--- config.mk ---
export PLATFORM = sky130hd
export DESIGN_NAME = updi_phy_xcvr
export DESIGN_NICKNAME = d
export VERILOG_FILES = /design/src/rtl/updi_phy_xcvr.sv
export SDC_FILE = /design/constraint.sdc
export NUM_CORES = 1
export LEC_CHECK = 0
export ABC_CLOCK_PERIOD_IN_PS = 4300
export BUFFER_PORTS_ARGS = -buffer_cell sky130_fd_sc_hd__buf_2
export CAP_MARGIN = 20
export CORE_MARGIN = 2
export CORE_UTILIZATION = 63
export CTS_BUF_LIST = sky130_fd_sc_hd__clkbuf_8
export DETAILED_ROUTE_END_ITERATION = 8
export PLACE_DENSITY = 0.9
export SLEW_MARGIN = 20
export SYNTH_ARGS = -nofsm -noshare
export SYNTH_HDL_FRONTEND = slang
export SYNTH_SLANG_ARGS = --single-unit
--- constraint.sdc ---
create_clock -name clk -period 4.3 [get_ports clk]
set_clock_uncertainty 0.1 [all_clocks]
set_input_delay 0.645 -clock clk [delete_from_list [all_inputs] [get_ports clk]]
set_output_delay 0.645 -clock clk [all_outputs]
set_load 0.01 [all_outputs]
--- src/rtl/updi_phy_xcvr.sv ---
// Half-duplex UPDI-style serial transceiver: frames memory words out on pwdata,
// and writes frames received on prdata back into the same single-port memory.
module updi_phy_xcvr #(
  parameter int ADDR_W     = 7,
  parameter int DATA_W     = 8,
  parameter int DIV_W      = 16,
  parameter int PARITY_ODD = 0,
  parameter int STOP_BITS  = 2
) (
  input  logic              clk,
  input  logic              rst,
  input  logic              ten,
  input  logic              ren,
  input  logic [DIV_W-1:0]  div,
  input  logic [ADDR_W-1:0] n_words,
  output logic              tend,
  output logic              rend,
  output logic              perr,
  output logic              ferr,
  output logic              busy,
  output logic              csb0,
  output logic              web0,
  output logic [ADDR_W-1:0] addr0,
  input  logic [DATA_W-1:0] i_data,
  output logic [DATA_W-1:0] o_data,
  output logic              pwdata,
  input  logic              prdata,
  output logic [3:0]        o_dbg_state
);

  localparam int   BIT_W = $clog2(DATA_W + 1);
  localparam logic P_ODD = (PARITY_ODD != 0);

  typedef enum logic [3:0] {
    S_IDLE, S_FETCH, S_LOAD, S_TSTART, S_TDATA, S_TPAR, S_TSTOP, S_DONE,
    S_RSTART, S_RDATA, S_RPAR, S_RSTOP, S_WRITE
  } state_t;

  state_t            r_state;
  logic              r_s1, r_s2, r_s3;
  logic [DIV_W-1:0]  r_cnt;
  logic [BIT_W-1:0]  r_bit;
  logic              r_stop;
  logic [ADDR_W-1:0] r_idx, r_nwords, r_addr;
  logic [DATA_W-1:0] r_sh, r_rsh, r_odata;
  logic              r_par, r_pw, r_csb, r_web, r_tend, r_rend;
  logic              r_perr, r_ferr, r_rx_act;

  logic [DIV_W-1:0]  w_div, w_half;
  logic              w_bit_end, w_sample, w_fall, w_last, w_last_bit, w_last_stop, w_rx_state;

  assign w_div       = (div < DIV_W'(3)) ? DIV_W'(3) : div;
  assign w_half      = w_div >> 1;
  assign w_bit_end   = (r_cnt == w_div);
  assign w_sample    = (r_cnt == w_half);
  assign w_fall      = r_s3 & ~r_s2;
  assign w_last      = (r_idx == r_nwords - ADDR_W'(1));
  assign w_last_bit  = (r_bit == BIT_W'(DATA_W - 1));
  assign w_last_stop = (r_stop == 1'(STOP_BITS - 1));
  assign w_rx_state  = (r_state inside {S_RSTART, S_RDATA, S_RPAR, S_RSTOP, S_WRITE});

  assign tend        = r_tend;
  assign rend        = r_rend;
  assign perr        = r_perr;
  assign ferr        = r_ferr;
  assign busy        = (r_state != S_IDLE);
  assign csb0        = r_csb;
  assign web0        = r_web;
  assign addr0       = r_addr;
  assign o_data      = r_odata;
  assign pwdata      = r_pw;
  assign o_dbg_state = r_state;

  always_ff @(posedge clk or posedge rst) begin
    if (rst) begin
      r_state  <= S_IDLE;
      r_s1     <= 1'b1;
      r_s2     <= 1'b1;
      r_s3     <= 1'b1;
      r_cnt    <= '0;
      r_bit    <= '0;
      r_stop   <= 1'b0;
      r_idx    <= '0;
      r_nwords <= '0;
      r_addr   <= '0;
      r_sh     <= '0;
      r_rsh    <= '0;
      r_odata  <= '0;
      r_par    <= 1'b0;
      r_pw     <= 1'b1;
      r_csb    <= 1'b1;
      r_web    <= 1'b1;
      r_tend   <= 1'b0;
      r_rend   <= 1'b0;
      r_perr   <= 1'b0;
      r_ferr   <= 1'b0;
      r_rx_act <= 1'b0;
    end else begin
      r_s1   <= prdata;
      r_s2   <= r_s1;
      r_s3   <= r_s2;
      r_tend <= 1'b0;
      r_rend <= 1'b0;
      r_cnt  <= w_bit_end ? '0 : r_cnt + DIV_W'(1);
      case (r_state)
        S_IDLE: begin
          r_cnt <= '0;
          if (!ren) r_rx_act <= 1'b0;
          if (ten) begin
            r_state  <= S_FETCH;
            r_idx    <= '0;
            r_addr   <= '0;
            r_nwords <= n_words;
            r_perr   <= 1'b0;
            r_ferr   <= 1'b0;
            r_rx_act <= 1'b0;
            r_csb    <= (n_words == '0);
          end else if (ren && w_fall && (r_rx_act || n_words != '0)) begin
            r_state <= S_RSTART;
          end
        end
        S_FETCH: begin
          r_csb <= 1'b1;
          if (r_idx == r_nwords) begin
            r_state <= S_DONE;
            r_tend  <= 1'b1;
          end else begin
            r_state <= S_LOAD;
          end
        end
        S_LOAD: begin
          r_sh    <= i_data;
          r_par   <= (^i_data) ^ P_ODD;
          r_pw    <= 1'b0;
          r_cnt   <= '0;
          r_state <= S_TSTART;
        end
        S_TSTART: if (w_bit_end) begin
          r_pw    <= r_sh[0];
          r_sh    <= r_sh >> 1;
          r_bit   <= '0;
          r_state <= S_TDATA;
        end
        S_TDATA: if (w_bit_end) begin
          if (w_last_bit) begin
            r_pw    <= r_par;
            r_state <= S_TPAR;
          end else begin
            r_pw  <= r_sh[0];
            r_sh  <= r_sh >> 1;
            r_bit <= r_bit + BIT_W'(1);
          end
        end
        S_TPAR: if (w_bit_end) begin
          r_pw    <= 1'b1;
          r_stop  <= 1'b0;
          r_state <= S_TSTOP;
        end
        S_TSTOP: if (w_bit_end) begin
          if (!w_last_stop) begin
            r_stop <= 1'b1;
          end else if (w_last) begin
            r_state <= S_DONE;
            r_tend  <= 1'b1;
          end else begin
            r_idx   <= r_idx + ADDR_W'(1);
            r_addr  <= r_idx + ADDR_W'(1);
            r_csb   <= 1'b0;
            r_state <= S_FETCH;
          end
        end
        S_DONE: r_state <= S_IDLE;
        S_RSTART: begin
          // A confirmed start bit of the first word is what opens a transfer.
          if (w_sample) begin
            if (r_s2) begin
              r_state <= S_IDLE;
            end else if (!r_rx_act) begin
              r_rx_act <= 1'b1;
              r_idx    <= '0;
              r_nwords <= n_words;
              r_perr   <= 1'b0;
              r_ferr   <= 1'b0;
            end
          end
          if (w_bit_end) begin
            r_bit   <= '0;
            r_state <= S_RDATA;
          end
        end
        S_RDATA: begin
          if (w_sample) r_rsh <= {r_s2, r_rsh[DATA_W-1:1]};
          if (w_bit_end) begin
            if (w_last_bit) r_state <= S_RPAR;
            else            r_bit   <= r_bit + BIT_W'(1);
          end
        end
        S_RPAR: begin
          if (w_sample && (r_s2 != ((^r_rsh) ^ P_ODD))) r_perr <= 1'b1;
          if (w_bit_end) begin
            r_stop  <= 1'b0;
            r_state <= S_RSTOP;
          end
        end
        S_RSTOP: begin
          // Leave at the middle of the last stop bit so the next start edge is not missed.
          if (w_sample) begin
            if (!r_stop && !r_s2) r_ferr <= 1'b1;
            if (w_last_stop) begin
              r_csb   <= 1'b0;
              r_web   <= 1'b0;
              r_addr  <= r_idx;
              r_odata <= r_rsh;
              r_state <= S_WRITE;
            end
          end
          if (w_bit_end) r_stop <= 1'b1;
        end
        S_WRITE: begin
          r_csb   <= 1'b1;
          r_web   <= 1'b1;
          r_state <= S_IDLE;
          if (w_last) begin
            r_rend   <= 1'b1;
            r_rx_act <= 1'b0;
          end else begin
            r_idx <= r_idx + ADDR_W'(1);
          end
        end
        default: r_state <= S_IDLE;
      endcase
      if (w_rx_state && !ren) begin
        r_state  <= S_IDLE;
        r_rx_act <= 1'b0;
        r_csb    <= 1'b1;
        r_web    <= 1'b1;
        r_rend   <= 1'b0;
      end
    end
  end

endmodule

### After elaboration in Yosys (flattened, before gate mapping)

Index checks and enable logic that the tools add are counted.

* bits in registers: 82
* output and inout bits: 27
* input port bits: 36
* logic and storage cells: 225

* bitwise gates (word level): 2
* mux-type cells: 90
* reduce and logical (&&, ||, !) cells: 49
* add/subtract/negate cells: 4
* $lt $le $gt $ge: 1
* eq/ne operators: 57

Operator list (count)
* 2-to-1 mux 7 bit: 16
* 2-to-1 mux 4 bit: 20
* 2-to-1 mux 16 bit: 3
* case mux 4 bit (11 select lines): 1
* 2-to-1 mux 1 bit: 32
* inequality test 2 bit (second input constant): 14
* case mux 7 bit (4 select lines): 1
* AND reduction 7 bit: 4
* 2-to-1 mux 8 bit: 3
* inequality test 3 x 2 -> 1 bit (second input constant): 8
* inequality test 3 bit (second input constant): 8
* case mux 8 bit (3 select lines): 1
* case mux 7 bit (3 select lines): 1
* equality test 4 bit (second input constant): 5
* adder 16 x 1 -> 16 bit (second input constant): 1
* equality test 16 x 15 -> 1 bit: 1
* equality test 16 bit: 1
* equality test 4 x 3 -> 1 bit (second input constant): 4
* < comparator 16 x 2 -> 1 bit (second input constant): 1
* nonzero test 4 bit: 4
* parity 8 bit: 2
* nonzero test 3 bit: 5
* equality test 7 bit: 2
* case mux 7 bit (2 select lines): 1
* 31 further kinds: 64

### Longest topological paths before layout

Gate-level depths: netlist of run 1.

* depth in word-level cells: 8
* mapped depth: 10
* depth with buffers taken out: 9

### Worst setup path before layout of run 1

Ideal clock, no wire load.

* path kind: input-to-reg
* start point: input div[14]
* end point: register r_idx[1]
* arrival: 2.780 ns
* required time: 4.075 ns
* stages on the path: 8
* slack: 1.295 ns
* setup time: 0.125 ns
* buffers on the path: 1
* cells stage by stage: nor4_1 a41oi_1 xnor2_1 nor3_2 a41oi_2 or4_1 buf_2 mux2_4

* longest elaborated chain between the ends: 5
* elaborated cells on any way between the ends: 7
* those cells by class: order compare: 1; eq/ne: 4; mux: 1; reduce/logical: 1

Ends and longest elaborated chain
* from (decl): line 14 `input logic [DIV_W-1:0] div,`
* < comparator 16 x 2 -> 1 bit: line 52 `assign w_div = (div < DIV_W'(3)) ? DIV_W'(3) : div;`
* 2-to-1 mux 16 bit *: line 52
* equality test 16 x 15 -> 1 bit / equality test 16 bit (equally long branches): line 55, 54
* inequality test 2 bit (no line)
* AND reduction 7 bit (no line) *
* to (signal assigned): line 166 `r_idx <= r_idx + ADDR_W'(1);`
* to (signal assigned): line 227 `r_idx <= r_idx + ADDR_W'(1);`
* to (decl): line 44 `logic [ADDR_W-1:0] r_idx, r_nwords, r_addr;`

Every way passes the cells marked *; elsewhere a longest branch is shown, timed or not.
A chain may end at the register's enable or synchronous reset.

### Final worst setup path of run 1

* start point: input div[11]
* end point: register r_idx[1]

The elaborated chain is that of the path after synthesis.

==> results of run 1 <==
## cell usage in the layout (no fill, tap or decap), drive strengths merged, types with 4 or more instances in the layout
| master | count |
|---|---|
| nand2 | 44 |
| nor3 | 10 |
| dfstp | 6 |
| xor2 | 41 |
| ha | 4 |
| nor2 | 46 |
| o21ai | 39 |
| nand3 | 16 |
| inv | 15 |
| nor4 | 19 |
| clkinv | 5 |
| o31ai | 9 |
| xnor2 | 29 |
| buf | 70 |
| mux2 | 48 |
| and3 | 13 |
| or4 | 5 |
| clkbuf | 9 |
| a21oi | 18 |
| nor2b | 6 |
| or3 | 4 |
| nor4b | 4 |
| dfrtp | 76 |
| nand2b | 4 |
| o22a | 5 |
## power by group through the flow
stage	registers, mW	logic, mW	clock network [mW]
after global routing	1.12	1.43	0.531
after CTS	1.09	1.29	0.494
final	1.10	1.31	0.486
after floorplan	1.02	1.05	0
after detailed placement	1.11	1.28	0
after global placement	1.10	1.22	0
## worst max path at each step
stage | endpoint | slack, ns | cells after the start
floorplan | r_idx[1] | 1.30 | 8
global placement | r_idx[1] | 0.78 | 8
detailed placement | r_idx[1] | 0.69 | 8
CTS | r_idx[1] | 1.04 | 8
global route | r_idx[1] | 0.84 | 8
finish | r_idx[1] | 0.97 | 8
## sequential cells by signal, indices dropped and copies added (netlist names), 4 cells and up
name         count
addr0            7
r_rsh            8
r_sh             8
o_data           8
r_idx            7
r_bit            4
o_dbg_state      4
r_nwords         7
r_cnt           16
## worst reg2reg max path, cell delays in order (launching register included)
cell     delay (ns)
dfrtp_1        0.46
xor2_1         0.18
nor4_1         0.38
nand4_2        0.24
nor3_2         0.29
a41oi_2        0.29
or4_1          0.72
mux2_4         0.35
## kinds of logic after synthesis
| kind of cell | after synthesis | synth area share (%) |
|---|---|---|
| AO/OA/AOI/OAI | 107 | 13.8 |
| XOR/XNOR | 71 | 12.2 |
| adder cells (fa/ha/maj) | 4 | 0.959 |
| buffers and inverters | 47 | 3.72 |
| flip-flops | 82 | 39.5 |
| multiplexers | 51 | 11.0 |
| AND/OR/NAND/NOR | 182 | 18.8 |
## cell type report
type                    instances  share of cell area, %
multi-input cells             415                   51.5
flip-flops and latches         82                   35.8
repair buffers                 70                   6.65
well taps                     105                   2.28
clock buffers                   9                   2.15
inverters                      15                   1.00
clock inverters                 7                  0.674
## metal layers
layer  vias to the layer above  track usage [%]  part of all wire [%]
li1                       2047                -                     -
met5                         -                0                     0
met2                       212             50.2                    51
met1                      2135             34.4                    40
met3                        50             4.79                   5.9
met4                         0             12.2                   3.1
==> qor.txt, run 1 <==
outcome -> complete, no violations
period utilisation layout -> 77.5%
Main synth FF type -> dfrtp_1
vias in the first global route -> 4240
Cell Area, Synth -> 0.00522 mm^2
Post-Place Worst Slack -> 0.692 ns
CTS Buf Count -> 9
tightest hold margin -> 0.153 ns
fin. max-slew vios -> 0
clock power share -> 16.8%
post-DP HPWL -> 9.12 mm
clk sinks -> 82
placer congestion estimate -> 1.01
Die Span X -> 95.0 um
combinational power share -> 45.3%
Worst Setup SP -> div[11]
Core Box Area -> 0.00813 mm^2
Worst path max stage delay -> 0.71 ns
Placed Area -> 0.00558 mm^2
Via density -> 6.32
storage element area -> 0.00206 mm^2
H-tree depth -> 3
worst-path cell chain -> buf_2 > nor4_1 > a41oi_1 > xnor2_1 > nor3_2 > a41oi_2 > or4_1 > mux2_4
Int Pwr -> 1.66 mW
Cells after DPL -> 686
layout cell share with drive strength beyond 1 -> 26.1%
CTS root buf -> clkbuf_8
FF-to-FF Start -> r_cnt[7]
R2R Setup Slk -> 1.20 ns
Longest Clk Path Bufs -> 2
top-level port count -> 63
WL final -> 12.5 mm
top post-synthesis cells by area -> dfrtp_1, mux2_2, xor2_1
leak pwr -> 2.61 nW
setup TNS -> 0 ns
CP Data Required Time -> 4.46 ns
Worst path slowest cell -> or4_1
worst r2r dst -> r_idx[1]
Layout Nets -> 633
sequential share of the synthesized area -> 39.5%
crit path max fanout -> 7
worst-case reg-to-reg path depth -> 7
Max Clock Freq -> 300 MHz
Reg power frac -> 37.9%
Initial DRT Pass Iterations -> 5
DRC -> 0
Finished Cell Area -> 0.00576 mm^2
first-pass GRT wire length -> 20.0 mm
RSZ-0062 raised after global routing -> false
Via Count -> 4444
number of synthesized flops with an enable pin -> 0
Initial Utilization -> 64.1%
Slew Limit Headroom -> 43.8%
Overflow after GRT -> 0
largest net degree at the start of global routing -> 58
hold crit path type -> in2async
area occupied by multi-input gates -> 0.00296 mm^2
clk_lat worst skew -> 0.37 ns
fin util -> 70.8%
top cell type's share of synthesized area -> 36.5%
1st-iter DRT viols -> 499
fraction of registers with async set/reset -> 100%
minimum clock period after layout -> 3.33 ns
CP Launch Type -> primary input
fillers -> 611
Final setup viols -> 0
Mean Syn Cell Area -> 9.59 um^2
YS warnings -> 0
top cells by count, synth -> dfrtp_1, mux2_2, nor2_1
synth unique cells -> 72
Worst Path Arrival -> 3.49 ns
Final Hold Viols -> 0
WL/cell -> 17.8 um
WP buf/inv -> 1
CTS tree -> done
Rows -> 33
most frequent cell after synthesis -> dfrtp_1
IO buf count -> 62
fin cells -> 703
Die ar. -> 0.00903 mm^2
sw frac -> 42.8%
setup ws final -> 0.967 ns
postcts setup bufs -> 0
Die Height -> 95.0 um
sw power -> 1.24 mW
Worst Tran Pin Value -> 0.841 ns
Setup CP Type -> in2reg
Gate Count Post-Synth -> 544
Yosys top cell by area -> dfrtp_1
Crit path max-delay family -> simple AND/OR/NAND/NOR gates
Max Cap Violations -> 0
overall power -> 2.90 mW
Antenna Cells -> 0
Peak VDD IR -> 0.000207 V
CP endpoint kind -> flip-flop
initial antenna violation count -> 0
Routed Antenna Nets -> 0
pwr/cell area -> 503 mW/mm^2
clk slew on worst S/H paths -> 0.08 ns
syn nets -> 584
Synth Register Bits -> 82
CTS Hold Bufs -> 0
Resize count post-CTS -> 0
total track usage -> 28.5%
area grow syn2layout -> 10.4%
Power figures use the tool's default switching activity.
==> inputs of run 2 (changes only) <==
--- a/config.mk
+++ b/config.mk
@@ -5,14 +5,15 @@
 export SDC_FILE = /design/constraint.sdc
 export NUM_CORES = 1
 export LEC_CHECK = 0
-export ABC_CLOCK_PERIOD_IN_PS = 4300
+export ABC_AREA = 1
+export ABC_CLOCK_PERIOD_IN_PS = 3400
 export BUFFER_PORTS_ARGS = -buffer_cell sky130_fd_sc_hd__buf_2
 export CAP_MARGIN = 20
 export CORE_MARGIN = 2
-export CORE_UTILIZATION = 63
+export CORE_UTILIZATION = 61
 export CTS_BUF_LIST = sky130_fd_sc_hd__clkbuf_8
 export DETAILED_ROUTE_END_ITERATION = 8
-export PLACE_DENSITY = 0.9
+export PLACE_DENSITY = 0.88
 export SLEW_MARGIN = 20
 export SYNTH_ARGS = -nofsm -noshare
 export SYNTH_HDL_FRONTEND = slang
==> constraint.sdc (replaced) <==
create_clock -name clk -period 3.4 [get_ports clk]
set_clock_uncertainty 0.1 [all_clocks]
set_input_delay 0.51 -clock clk [delete_from_list [all_inputs] [get_ports clk]]
set_output_delay 0.51 -clock clk [all_outputs]
set_load 0.01 [all_outputs]
==> run 2 against run 1 <==
Compared with the run above:
- worst setup slack improved by 0.049 ns
- clock-buffer cell count unchanged
- largest cell class unchanged
- combinational power grew 31%
- clock power rose by 51%
- sequential power increased by 18%
- worst hold slack worse by 0.091 ns
==> qor.txt, run 2 <==
clock power share -> 19.6% (was 16.8%)
fillers -> 741 (was 611)
synth unique cells -> 45 (was 72)
period utilisation layout -> 70.1%
Cells after DPL -> 895 (was 686)
hold crit path type -> in2async (unchanged)
number of synthesized flops with an enable pin -> 0 (unchanged)
first-pass GRT wire length -> 22.2 mm (was 20.0 mm)
Routed Antenna Nets -> 0 (unchanged)
Final setup viols -> 0 (unchanged)
Cell Area, Synth -> 0.00537 mm^2 (was 0.00522 mm^2)
Die ar. -> 0.00956 mm^2 (was 0.00903 mm^2)
post-DP HPWL -> 10.5 mm (was 9.12 mm)
layout cell share with drive strength beyond 1 -> 19.3% (was 26.1%)
clk sinks -> 82 (unchanged)
CTS Hold Bufs -> 0 (unchanged)
Layout Nets -> 838 (was 633)
1st-iter DRT viols -> 306 (was 499)
sw power -> 1.67 mW (was 1.24 mW)
postcts setup bufs -> 0 (unchanged)
Biggest register -> r_cnt (unchanged)
Max Cap Violations -> 0 (unchanged)
Synth Register Bits -> 82 (unchanged)
WL final -> 13.2 mm (was 12.5 mm)
Die Height -> 97.8 um (was 95.0 um)
commonest non-fill, non-tap cell in the layout -> nand2_1 (was dfrtp_1)
H-tree depth -> 3 (unchanged)
pwr/cell area -> 629 mW/mm^2 (was 503 mW/mm^2)
Gate Count Post-Synth -> 736 (was 544)
vias in the first global route -> 4871 (was 4240)
most frequent cell after synthesis -> nand2_1 (was dfrtp_1)
Largest register FFs -> 16 (unchanged)
Max Clock Freq -> 419 MHz
Antenna Cells -> 0 (unchanged)
fin util -> 68.9% (was 70.8%)
sw frac -> 44.6% (was 42.8%)
Longest Clk Path Bufs -> 2 (unchanged)
Post-Place Worst Slack -> 0.953 ns (was 0.692 ns)
Via Count -> 5081 (was 4444)
fin cells -> 911 (was 703)
YS warnings -> 0 (unchanged)
crit path max fanout -> 9 (was 7)
placer congestion estimate -> 0.951 (was 1.01)
top-level port count -> 63 (unchanged)
top post-synthesis cells by area -> dfrtp_1, nand2_1, nor2_1 (was dfrtp_1, mux2_2, xor2_1)
Worst Tran Pin Value -> 0.751 ns (was 0.841 ns)
Rows -> 34 (was 33)
CTS tree -> done (unchanged)
Core Box Area -> 0.00864 mm^2 (was 0.00813 mm^2)
Int Pwr -> 2.07 mW (was 1.66 mW)
CTS root buf -> clkbuf_8 (unchanged)
Peak VDD IR -> 0.000399 V (was 0.000207 V)
Die Span X -> 97.8 um (was 95.0 um)
outcome -> complete, no violations (unchanged)
CP Data Required Time -> 3.56 ns (was 4.46 ns)
initial antenna violation count -> 0 (unchanged)
Worst Path Arrival -> 2.54 ns (was 3.49 ns)
Final Hold Viols -> 0 (unchanged)
Resize count post-CTS -> 0 (unchanged)
CTS Buf Count -> 9 (unchanged)
Initial DRT Pass Iterations -> 5 (unchanged)
largest net degree at the start of global routing -> 33 (was 58)
top cell type's share of synthesized area -> 35.4% (was 36.5%)
Slew Limit Headroom -> 49.4% (was 43.8%)
setup TNS -> 0 ns (unchanged)
syn nets -> 776 (was 584)
IO buf count -> 62 (unchanged)
total track usage -> 28.3% (was 28.5%)
CP Launch Type -> flip-flop (was primary input)
Initial Utilization -> 62.1% (was 64.1%)
CP endpoint kind -> flip-flop (unchanged)
Mean Syn Cell Area -> 7.29 um^2 (was 9.59 um^2)
Overflow after GRT -> 0 (unchanged)
RSZ-0062 raised after global routing -> false (unchanged)
Main synth FF type -> dfrtp_1 (unchanged)
area grow syn2layout -> 10.9% (was 10.4%)
Setup CP Type -> reg2reg (was in2reg)
top cells by count, synth -> nand2_1, nor2_1, inv_1 (was dfrtp_1, mux2_2, nor2_1)
tightest hold margin -> 0.0624 ns (was 0.153 ns)
fraction of registers with async set/reset -> 100% (unchanged)
fin. max-slew vios -> 0 (unchanged)
most frequent cells in the layout -> nand2_1, nor2_1, inv_1, dfrtp_1, buf_2 (was dfrtp_1, buf_2, mux2_2, nor2_1, nand2_1)
WL/cell -> 14.5 um (was 17.8 um)
DRC -> 0 (unchanged)
setup ws final -> 1.02 ns (was 0.967 ns)
clk_lat worst skew -> 0.37 ns (about the same)
combinational power share -> 45.7% (was 45.3%)
minimum clock period after layout -> 2.38 ns
Yosys top cell by area -> dfrtp_1 (unchanged)
Via density -> 5.58 (was 6.32)
sequential share of the synthesized area -> 38.4% (was 39.5%)
clk slew on worst S/H paths -> 0.09 ns (was 0.08 ns)
Reg power frac -> 34.7% (was 37.9%)
leak pwr -> 2.92 nW (was 2.61 nW)
[run 2: cell types whose count changed in the layout (fill, tap and decap cells not counted), sizes merged, moves of 8 or more]
cell   delta
and3     -13
inv      +83
mux2     -48
nand2   +154
nand3    +40
nand4     +8
nor2     +62
nor3     +11
nor4     -11
o31ai     -9
xor2     -15
[run 2: power by group through the flow]
stage / clock network [mW] / logic, mW / registers, mW
after floorplan: 0 / 1.37 / 1.28
after global placement: 0 / 1.63 / 1.31
after detailed placement: 0 / 1.69 / 1.32
after CTS: 0.743 / 1.70 / 1.30
after global routing: 0.781 / 1.92 / 1.32
final: 0.735 / 1.71 / 1.30
[run 2: path summary, 6_finish.rpt]
check,startpoint,to,slack (ns),cells after the start
max,o_dbg_state[0],o_dbg_state[0],1.02,14
min,rst,r_cnt[8],0.06,2
max reg2reg,o_dbg_state[0],o_dbg_state[0],1.02,14
min reg2reg,r_s1,r_s2,0.26,0
max in group asynchronous,rst,pwdata,2.33,3
min in group clk,prdata,r_s1,0.14,1
[run 2: cells by family after synthesis]
group | after synthesis | synth area share (%)
xor gates and xnor gates | 49 | 8.00
DFF | 82 | 38.4
and+or+nand+nor | 416 | 35.7
AOI/OAI and AO/OA | 76 | 8.86
buffers and inverters | 109 | 8.14
adders and majority gates | 4 | 0.933
[run 2: per-layer routing]
layer / global-route usage, % / wire [um] / up-vias
li1: - / - / 2483
met1: 37.9 / 5630 / 2360
met2: 46.4 / 6340 / 202
met3: 5.15 / 880 / 36
met4: 10.9 / 370 / 0
met5: 0 / 0 / -
[run 2: area by class of cell]
| cell class | count | area, um^2 | share of cell area, % |
|---|---|---|---|
| Timing Repair Buffer | 64 | 325 | 5.47 |
| Inverter | 96 | 362 | 6.08 |
| Clock inverter | 7 | 76.3 | 1.28 |
| Tap cell | 108 | 135 | 2.27 |
| Multi-Input combinational cell | 545 | 2870 | 48.2 |
| Clock buffer | 9 | 124 | 2.08 |
| Sequential cell | 82 | 2060 | 34.6 |
[run 2: stage by stage]
step,power (mW),area (um^2)
after global placement,2.94,5750
after global routing,4.02,5950
after detailed placement,3.00,5750
after CTS,3.74,5950
after floorplan,2.65,5370
final,3.74,5950
[run 2: worst max-delay path: stages, from the launching register on]
cell and delay, ns:
dfrtp_1 0.51, inv_2 0.11, nand2_2 0.13, nor3_4 0.23
inv_2 0.10, a21oi_2 0.19, inv_2 0.13, o21ai_1 0.09
nand2_1 0.08, inv_1 0.08, nand2_1 0.10, nor2_4 0.16
nand2_1 0.13, nand2_1 0.08, nand2_1 0.06
==> inputs of run 3 (changes only) <==
--- a/config.mk
+++ b/config.mk
@@ -6,7 +6,7 @@
 export NUM_CORES = 1
 export LEC_CHECK = 0
 export ABC_AREA = 1
-export ABC_CLOCK_PERIOD_IN_PS = 3400
+export ABC_CLOCK_PERIOD_IN_PS = 2200
 export BUFFER_PORTS_ARGS = -buffer_cell sky130_fd_sc_hd__buf_2
 export CAP_MARGIN = 20
 export CORE_MARGIN = 2
==> constraint.sdc (replaced) <==
create_clock -name clk -period 2.2 [get_ports clk]
set_clock_uncertainty 0.1 [all_clocks]
set_input_delay 0.33 -clock clk [delete_from_list [all_inputs] [get_ports clk]]
set_output_delay 0.33 -clock clk [all_outputs]
set_load 0.01 [all_outputs]
==> run 3 against run 2 <==
Compared with the run above:
- sequential power is 53% higher
- total power is 79% higher
- clock-buffer cell count stayed put
- core utilization is 8.9 points higher
- critical path depth is 4 lower
- global-route usage is 2.8 points higher
- largest cell class unchanged
- final area is 13% higher
- worst hold slack better by 0.034 ns
- via count is 8.6% higher
- clock power is 70% higher
==> qor.txt, run 3 (same netlist as run 2, synthesis figures left out) <==
Initial DRT Pass Iterations -> 7 (was 5)
Rows -> 34 (unchanged)
commonest non-fill, non-tap cell in the layout -> nand2_1 (unchanged)
clk slew on worst S/H paths -> 0.09 ns (about the same)
Setup CP Type -> reg2reg (unchanged)
pwr/cell area -> 996 mW/mm^2 (was 629 mW/mm^2)
Initial Utilization -> 62.1% (unchanged)
Final setup viols -> 0 (unchanged)
CTS tree -> done (unchanged)
IO buf count -> 62 (unchanged)
area grow syn2layout -> 25.3% (was 10.9%)
post-DP HPWL -> 11.2 mm (was 10.5 mm)
Max Cap Violations -> 0 (unchanged)
crit path max fanout -> 3 (was 9)
Routed Antenna Nets -> 0 (unchanged)
hold crit path type -> in2reg (was in2async)
worst-case reg-to-reg path depth -> 10 (was 14)
fin. max-slew vios -> 0 (unchanged)
Int Pwr -> 3.80 mW (was 2.07 mW)
Reg power frac -> 29.7% (was 34.7%)
clk_lat worst skew -> 0.37 ns (about the same)
combinational power share -> 51.7% (was 45.7%)
most frequent cells in the layout -> nand2_1, nor2_1, inv_1, dfrtp_1, buf_4 (was nand2_1, nor2_1, inv_1, dfrtp_1, buf_2)
top-level port count -> 63 (unchanged)
min-delay src -> i_data[7]
CP Launch Type -> flip-flop (unchanged)
Via density -> 5.61 (was 5.58)
1st-iter DRT viols -> 447 (was 306)
vias in the first global route -> 5218 (was 4871)
H-tree depth -> 3 (unchanged)
Min-Delay Path Depth -> 3
Worst Path Arrival -> 2.27 ns (was 2.54 ns)
DRC -> 0 (unchanged)
Largest register FFs -> 16 (unchanged)
WHS Endpoint -> r_sh[7]
layout cell share with drive strength beyond 1 -> 29.1% (was 19.3%)
placer congestion estimate -> 1.02 (was 0.951)
clock power share -> 18.7% (was 19.6%)
Overflow after GRT -> 0 (unchanged)
period utilisation layout -> 96.0% (was 70.1%)
CTS root buf -> clkbuf_8 (unchanged)
worst r2r dst -> r_cnt[14] (was o_dbg_state[0])
CP Data Required Time -> 2.36 ns (was 3.56 ns)
Placed Area -> 0.00621 mm^2 (was 0.00575 mm^2)
minimum clock period after layout -> 2.11 ns (was 2.38 ns)
Final Hold Viols -> 0 (unchanged)
total track usage -> 31.2% (was 28.3%)
Max Clock Freq -> 474 MHz (was 419 MHz)
Via Count -> 5516 (was 5081)
R2R Setup Slk -> 0.09 ns (was 1.02 ns)
Finished Cell Area -> 0.00672 mm^2 (was 0.00595 mm^2)
Slew Limit Headroom -> 55.7% (was 49.4%)
Core Box Area -> 0.00864 mm^2 (unchanged)
initial antenna violation count -> 0 (unchanged)
overall power -> 6.70 mW (was 3.74 mW)
Die ar. -> 0.00956 mm^2 (unchanged)
leak pwr -> 3.34 nW (was 2.92 nW)
WL/cell -> 15.4 um (was 14.5 um)
largest net degree at the start of global routing -> 32 (was 33)
outcome -> complete, no violations (unchanged)
Worst Tran Pin Value -> 0.662 ns (was 0.751 ns)
CTS Buf Count -> 9 (unchanged)
Biggest register -> r_cnt (unchanged)
sw frac -> 43.2% (was 44.6%)
clk sinks -> 82 (unchanged)
FF-to-FF Start -> r_cnt[1] (was o_dbg_state[0])
Cells after DPL -> 948 (was 895)
Die Height -> 97.8 um (unchanged)
CP endpoint kind -> flip-flop (unchanged)
fin cells -> 983 (was 911)
Longest Clk Path Bufs -> 2 (unchanged)
Antenna Cells -> 0 (unchanged)
sw power -> 2.90 mW (was 1.67 mW)
WL final -> 15.1 mm (was 13.2 mm)
Peak VDD IR -> 0.000866 V (was 0.000399 V)
fin util -> 77.8% (was 68.9%)
first-pass GRT wire length -> 24.3 mm (was 22.2 mm)
Layout Nets -> 910 (was 838)
Die Span X -> 97.8 um (unchanged)
-- run 3: per-layer routing --
metal / track usage (%) / vias to the layer above / routed length, um
li1: - / 2622 / -
met1: 41.9 / 2594 / 6220
met5: 0 / - / 0
met2: 51.8 / 255 / 7470
met4: 9.62 / 0 / 359
met3: 5.65 / 45 / 1090
-- run 3: power by group through the flow --
stage / Combinational (mW) / Sequential [mW] / Clock [mW]
4_1_cts: 3.12 / 1.96 / 1.26
2_1_floorplan: 2.12 / 1.99 / 0
3_3_place_gp: 2.98 / 1.97 / 0
3_5_place_dp: 3.10 / 1.98 / 0
6_report: 3.46 / 1.99 / 1.25
5_1_grt: 3.77 / 2.00 / 1.34
-- run 3: how the worst max path moves through the flow --
stage,start,to,slack [ns]
2_1_floorplan,o_dbg_state[1],o_dbg_state[3],0.25
3_3_place_gp,div[13],r_nwords[3],-0.02
3_5_place_dp,div[13],r_nwords[3],-0.07
4_1_cts,r_nwords[1],o_dbg_state[2],0.02
5_1_grt,r_cnt[1],r_cnt[14],-0.03
6_report,r_cnt[1],r_cnt[14],0.09
-- run 3: through the flow --
step	hold WS (ns)	setup TNS (ns)	setup slack (ns)
2_1_floorplan	0.234	0	0.245
3_3_place_gp	0.247	-0.0304	-0.0198
3_5_place_dp	0.253	-0.628	-0.0700
4_1_cts	0.0924	0	0.0191
5_1_grt	0.0965	-0.148	-0.0339
6_report	0.0964	0	0.0883
-- run 3: critical path, stage by stage (launching register included) --
cell and delay [ns]:
dfrtp_1 0.41, ha_2 0.22, nand3_1 0.12, inv_1 0.11
nand3_1 0.13, nor4_4 0.26, nand3_1 0.15, nor2_2 0.17
nand3_1 0.12, o21ai_1 0.15, a21oi_1 0.05
-- run 3: timing repair --
| action | CTS | global route |
|---|---|---|
| hold buffers | 2 | 0 |
| buffers inserted | 0 | 17 |
| resized for setup | 0 | 37 |
| setup endpoints to repair | 0 | 35 |
| hold endpoints to repair | 25 | 0 |
-- run 3: area by class of cell --
cell class,instances,area (um^2)
clock inverter,7,103
timing repair buffer,136,933
inverter,96,364
tap,108,135
multi-input combinational,545,3000
sequential,82,2070
clock buffer,9,124
fill,604,1910
